==> config.mk <==
export PLATFORM = sky130hd
export DESIGN_NAME = knob_step_decoder
export DESIGN_NICKNAME = d
export VERILOG_FILES = /design/src/rtl/knob_step_decoder.sv
export SDC_FILE = /design/constraint.sdc
export NUM_CORES = 1
export LEC_CHECK = 0
export CAP_MARGIN = 20
export CORE_ASPECT_RATIO = 0.5
export CORE_MARGIN = 5
export CORE_UTILIZATION = 60
export CTS_BUF_LIST = sky130_fd_sc_hd__clkbuf_4
export DETAILED_ROUTE_END_ITERATION = 8
export GPL_ROUTABILITY_DRIVEN = 0
export PLACE_DENSITY = 0.81
export SKIP_LAST_GASP = 1
export SLEW_MARGIN = 25
export SYNTH_ARGS = -nofsm -noshare
export SYNTH_HDL_FRONTEND = slang
export SYNTH_SLANG_ARGS = --single-unit
==> constraint.sdc <==
create_clock -name clk_100MHz -period 4.3 [get_ports clk_100MHz]
set_input_delay 0.86 -clock clk_100MHz [delete_from_list [all_inputs] [get_ports clk_100MHz]]
set_output_delay 0.86 -clock clk_100MHz [all_outputs]
set_load 0.01 [all_outputs]
==> src/rtl/knob_step_decoder.sv <==
// Quadrature encoder decoder: sync, debounce, phase tracking and per-detent move strobes.
// One instance per PmodENC encoder; feeds the cursor move strobes of dot_trace_gen.
`timescale 1ns/1ps

module knob_step_decoder #(
    parameter int DB_CYCLES      = 100000,
    parameter int STEPS_PER_MOVE = 4
) (
    input  logic       clk_100MHz,
    input  logic       reset,
    input  logic       enc_a,
    input  logic       enc_b,
    input  logic       hold,
    output logic       move_inc,
    output logic       move_dec,
    output logic       err_pulse,
    output logic [1:0] dir_led
);

    localparam int CW = $clog2(DB_CYCLES + 1);
    localparam logic [CW-1:0] DB_LAST = CW'(DB_CYCLES - 1);
    localparam logic signed [4:0] ACC_MAX = 5'(STEPS_PER_MOVE - 1);
    localparam logic signed [4:0] ACC_MIN = -ACC_MAX;

    typedef enum logic {INIT, TRACK} state_t;

    logic [1:0]        sync1;
    logic [1:0]        sync2;
    logic [1:0]        stab;
    logic [CW-1:0]     db_cnt [2];
    logic [CW-1:0]     init_cnt;
    state_t            state;
    logic [1:0]        prev_q;
    logic [1:0]        q;
    logic [1:0]        diff;
    logic              step_fwd;
    logic              step_rev;
    logic              step_err;
    logic signed [4:0] acc;

    // Gray phase 00,10,11,01 mapped to 0..3 so direction is a modulo-4 difference.
    function automatic logic [1:0] phase_idx(input logic [1:0] p);
        return {p[0], p[1] ^ p[0]};
    endfunction

    assign q    = stab;
    assign diff = phase_idx(q) - phase_idx(prev_q);

    always_ff @(posedge clk_100MHz or posedge reset) begin
        if (reset) begin
            sync1     <= '0;
            sync2     <= '0;
            stab      <= '0;
            db_cnt[0] <= '0;
            db_cnt[1] <= '0;
        end else begin
            sync1 <= {enc_a, enc_b};
            sync2 <= sync1;
            for (int i = 0; i < 2; i++) begin
                if (sync2[i] == stab[i]) begin
                    db_cnt[i] <= '0;
                end else if (db_cnt[i] == DB_LAST) begin
                    stab[i]   <= sync2[i];
                    db_cnt[i] <= '0;
                end else begin
                    db_cnt[i] <= db_cnt[i] + CW'(1);
                end
            end
        end
    end

    // INIT waits for both channels to sit quietly so a resting encoder never steps.
    always_ff @(posedge clk_100MHz or posedge reset) begin
        if (reset) begin
            state    <= INIT;
            init_cnt <= '0;
            prev_q   <= '0;
            step_fwd <= 1'b0;
            step_rev <= 1'b0;
            step_err <= 1'b0;
        end else begin
            step_fwd <= 1'b0;
            step_rev <= 1'b0;
            step_err <= 1'b0;
            unique case (state)
                INIT: begin
                    if (sync2 != stab) begin
                        init_cnt <= '0;
                    end else if (init_cnt == DB_LAST) begin
                        init_cnt <= '0;
                        prev_q   <= q;
                        state    <= TRACK;
                    end else begin
                        init_cnt <= init_cnt + CW'(1);
                    end
                end
                TRACK: begin
                    prev_q <= q;
                    if (!hold) begin
                        step_fwd <= (diff == 2'd1);
                        step_rev <= (diff == 2'd3);
                        step_err <= (diff == 2'd2);
                    end
                end
            endcase
        end
    end

    always_ff @(posedge clk_100MHz or posedge reset) begin
        if (reset) begin
            acc       <= '0;
            move_inc  <= 1'b0;
            move_dec  <= 1'b0;
            err_pulse <= 1'b0;
            dir_led   <= 2'b00;
        end else begin
            move_inc  <= 1'b0;
            move_dec  <= 1'b0;
            err_pulse <= 1'b0;
            if (hold) begin
                acc <= '0;
            end else if (step_err) begin
                acc       <= '0;
                err_pulse <= 1'b1;
            end else if (step_fwd) begin
                if (acc == ACC_MAX) begin
                    acc      <= '0;
                    move_inc <= 1'b1;
                    dir_led  <= 2'b10;
                end else begin
                    acc <= acc + 5'sd1;
                end
            end else if (step_rev) begin
                if (acc == ACC_MIN) begin
                    acc      <= '0;
                    move_dec <= 1'b1;
                    dir_led  <= 2'b01;
                end else begin
                    acc <= acc - 5'sd1;
                end
            end
        end
    end

endmodule

### Word level (Yosys, flattened, before mapping)

Cells that the tools add are included.

* add/subtract/negate cells: 6
* eq/ne operators: 14
* muxes and demuxes: 39
* bitwise operators: 7
* reduce and logical (&&, ||, !) cells: 7

Operator list (number)
* two-way mux 17 bit: 6
* adder 17 x 1 -> 17 bit, second input constant: 3
* == test 17 bit, second input constant: 3
* two-way mux 5 bit: 6
* two-way mux 1 bit: 20
* two-way mux 2 bit: 6
* == test 5 x 3 -> 1 bit, second input constant: 2
* AND reduction 2 bit: 3
* adder 5 x 2 -> 5 bit, second input constant: 1
* inverter 1 bit: 5
* AND reduction 5 bit: 1
* subtractor 5 x 2 -> 5 bit, second input constant: 1
* == test 2 bit, second input constant: 2
* inequality test 2 bit, second input constant: 2
* case mux 2 bit (2 select lines): 1
* nonzero test 2 bit: 2
* nonzero test 4 bit: 1
* == test 1 bit: 2
* == test 2 x 1 -> 1 bit, second input constant: 1
* inequality test 2 x 1 -> 1 bit, second input constant: 1
* inequality test 2 bit: 1
* subtractor 2 bit: 1
* bitwise XOR 1 bit: 2

* register bits: 73
* bits of input ports: 5
* output and inout port bits: 5
* logic and storage cells: 90

### Logic depth before layout (Yosys ltp)

* word-level depth: 6
* gate-level depth with buffers: 7
* gate-level depth less buffers: 6

### Least setup slack after synthesis

No wires, ideal clock.

* path kind: register to register
* from: register init_cnt[0]
* to: register prev_q[0]
* setup time: 0.125 ns
* arrival: 1.676 ns
* required time: 4.175 ns
* setup slack: 2.499 ns
* stages on the path, launching flop included: 7
* buffers on the path: 1
* period minus slack after synthesis: 1.801 ns
* path through: dfrtp_1 -> ha_1 -> and4_1 -> buf_2 -> nand4_2 -> o31a_1 -> mux2_2

* longest elaborated chain between the ends: 3

Ends and longest elaborated chain
* start, declared: RTL line 31 `logic [CW-1:0] init_cnt;`
* start signal, assigned: RTL line 94 `init_cnt <= init_cnt + CW'(1);`
* == test 17 bit: RTL line 89 `end else if (init_cnt == DB_LAST) begin`
* inequality test 2 bit (no line)
* AND reduction 2 bit (no line)
* end signal, assigned: RTL line 91 `prev_q <= q;`
* end signal, assigned: RTL line 98 `prev_q <= q;`
* end, declared: RTL line 33 `logic [1:0] prev_q;`

Every way passes these cells.
A chain may end at the register's enable or synchronous reset.

### Worst setup path after layout

* from: register dir_led[1]
* to: output dir_led[1]

RTL lines
* start, declared: RTL line 17 `output logic [1:0] dir_led`
* start signal, assigned: RTL line 115 `dir_led <= 2'b00;`
* start signal, assigned: RTL line 129 `dir_led <= 2'b10;`
* start signal, assigned: RTL line 137 `dir_led <= 2'b01;`

No word-level cell between the ends.

==> results.json <==
{
  "outcome": "finished, final reports clean",
  "setup_viol": 0,
  "vdd_drop_max_mv": 0.198,
  "ctsRootBufferMaster": "clkbuf_4",
  "cts_hold_buf": 0,
  "antenna_found_initial": 0,
  "wl_met2_um": 3380,
  "ys_seq_area_share_pct": 49.9,
  "grt_start_max_net_pins": 55,
  "clkSinkCount": 73,
  "synth-edff-count": 0,
  "worstPathRequired_ps": 3440,
  "die_area_mm2": 0.00786,
  "met3_length_um": 332,
  "dp_hpwl_um": 4790,
  "yosysWarnings": 0,
  "final_cell_mix": "dfrtp_1 (73), nor2_1 (44), nand2_1 (29)",
  "num_rows": 20,
  "fin_crit_ps": 2210,
  "ant_nets": 0,
  "leakagePower_uw": 0.00164,
  "grt_pass1_vias": 2697,
  "layout.nets": 395,
  "dr.pass1.iters": 4,
  "syn_nets": 385,
  "insertion_delay_ps": 440,
  "ys_types": 49,
  "critical_path_arrival_ps": 1350,
  "top_layer": "met4",
  "syn_avg_cell_area_um2": 9.82,
  "crit_chain": "clkdlybuf4s50_1",
  "layout-drive-gt1-share_pct": 8.25,
  "final-hold-violation-count": 0,
  "path_class": "register to output pin",
  "synth_flop_cell": "dfrtp_1",
  "synthArstFlopShare_pct": 100,
  "critPathTopFamily": "buffers and inverters",
  "ys_seq_elements": 73,
  "syn_area_mm2": 0.00366,
  "cts_tree": "built",
  "grt_overflow": 0,
  "cts.path.max_buffers": 2,
  "syn2layout_area_growth_pct": 8.50,
  "vias": 2752,
  "grt.total_usage_pct": 20.1,
  "drc_errors": 0,
  "via_per_inst": 5.92,
  "wl_met1_um": 3260,
  "coreArea_mm2": 0.00601,
  "cp_num_buf_inv": 1,
  "ios": 10,
  "clk_pin_slew_ps": 120,
  "worst_setup_path_start_kind": "register",
  "postCtsSetupRepairBufs": 0,
  "tightest_slew_ps": 709,
  "floorplan.initialDensity_pct": 61.0,
  "layout_commonest_cell": "dfrtp_1",
  "cts_made_buffers": 9,
  "htree_num_levels": 3,
  "rsz0062_at_grt": "no",
  "maxCapViolations": 0,
  "slew_violations": 0,
  "synthCells": 373,
  "pwr_density_cell_mw_per_mm2": 312,
  "stdcell_area_mm2": 0.00398,
  "cts_resized": 0,
  "grt_pass1_wl_um": 12300,
  "n_fill_cell": 459,
  "hold_path.class": "register to register",
  "fmax_ghz": 0.452,
  "cp_slowest_cell": "clkdlybuf4s50_1",
  "detail_route.wl_per_cell_um": 15.2,
  "cp_max_fo": 2,
  "die_height_um": 65.3,
  "slew_headroom_pct": 52.6,
  "dpl-instance-area_mm2": 0.00381,
  "holdWs_ps": 360,
  "antenna_cells": 0,
  "finalCritPeriodShare_pct": 51.5,
  "wl_um": 7070,
  "fin_setup_tns_ps": 0,
  "finClkSkew_ps": 8.26,
  "drtIter0Drc": 235,
  "end_kind": "output pin",
  "port_buffers": 9,
  "slowest_delay_ps": 550,
  "die_w_um": 121
}
synthesized netlist by cell type (all sizes together) (4+ instances only):
cell | number | area share, %
a21oi | 13 | 1.9
nand4 | 19 | 3.4
mux2 | 4 | 1.2
xor2 | 17 | 4.1
ha | 7 | 2.4
a31oi | 5 | 0.85
clkbuf | 6 | 0.61
nand2 | 29 | 3.0
nor4 | 7 | 1.2
o21ai | 14 | 1.9
nor3 | 13 | 1.8
or3 | 9 | 1.5
nor2 | 44 | 4.5
xnor2 | 19 | 4.5
and4 | 8 | 1.9
buf | 6 | 0.82
dfrtp | 73 | 50
nand3 | 22 | 3.1
inv | 16 | 1.6
and2 | 4 | 0.68
through the flow:
stage	setup slack (ps)	util, %	total power [uW]	cells
6_report	2090	66.2	1240	465
5_1_grt	2010	66.2	1290	465
2_1_floorplan	1590	-	756	373
3_5_place_dp	1830	63.5	776	449
4_1_cts	2030	66.1	1250	465
3_3_place_gp	1840	63.5	771	449
worst paths after layout:
kind	from	end	slack [ps]	cells past startpoint
setup / recovery	dir_led[1]	dir_led[1]	2090	1
hold / removal	sync1[0]	sync2[0]	360	0
setup reg to reg	q[0]	init_cnt[6]	2210	4
hold reg to reg	sync1[0]	sync2[0]	360	0
max in group asynchronous	reset	db_cnt[23]	2830	3
min in group asynchronous	reset	dir_led[0]	860	2
report_power, final:
part	internal [uW]	leakage (uW)	switching, uW
clock	230	0.0000808	247
combinational	19.5	0.000559	36.7
sequential	696	0.000999	10.0
total	945	0.00164	294
cell type report:
type | instances | area, um2 | share of cell area, %
inverters | 16 | 62.6 | 1.57
flip-flops and latches | 73 | 1830 | 46.0
repair buffers | 11 | 105 | 2.64
clock buffers | 9 | 67.6 | 1.70
multi-input cells | 272 | 1730 | 43.6
clock inverters | 7 | 85.1 | 2.14
well taps | 77 | 96.3 | 2.42
kinds of logic after synthesis:
kind of cell,Yosys count,synth area share (%)
and+or+nand+nor,175,26.1
DFF,73,49.9
AOI/OAI and AO/OA,48,8.20
xor gates and xnor gates,36,8.61
buffers and inverters,28,3.07
adders and majority gates,7,2.39
muxes,6,1.78
state kept, by name, summed over array words and instances (netlist names):
register and count:
prev_q 2, step_err 1, dir_led 2, step_fwd 1, state 1, move_dec 1, acc 5, err_pulse 1
step_rev 1, sync1 2, db_cnt 34, sync2 2, q 2, init_cnt 17, move_inc 1
per-layer routing:
metal,GRT usage [%],vias up
li1,-,1354
met1,25.0,1328
met2,32.0,61
met3,7.22,9
met4,8.47,0
met5,0,-
(Power assumes the default switching activity.)
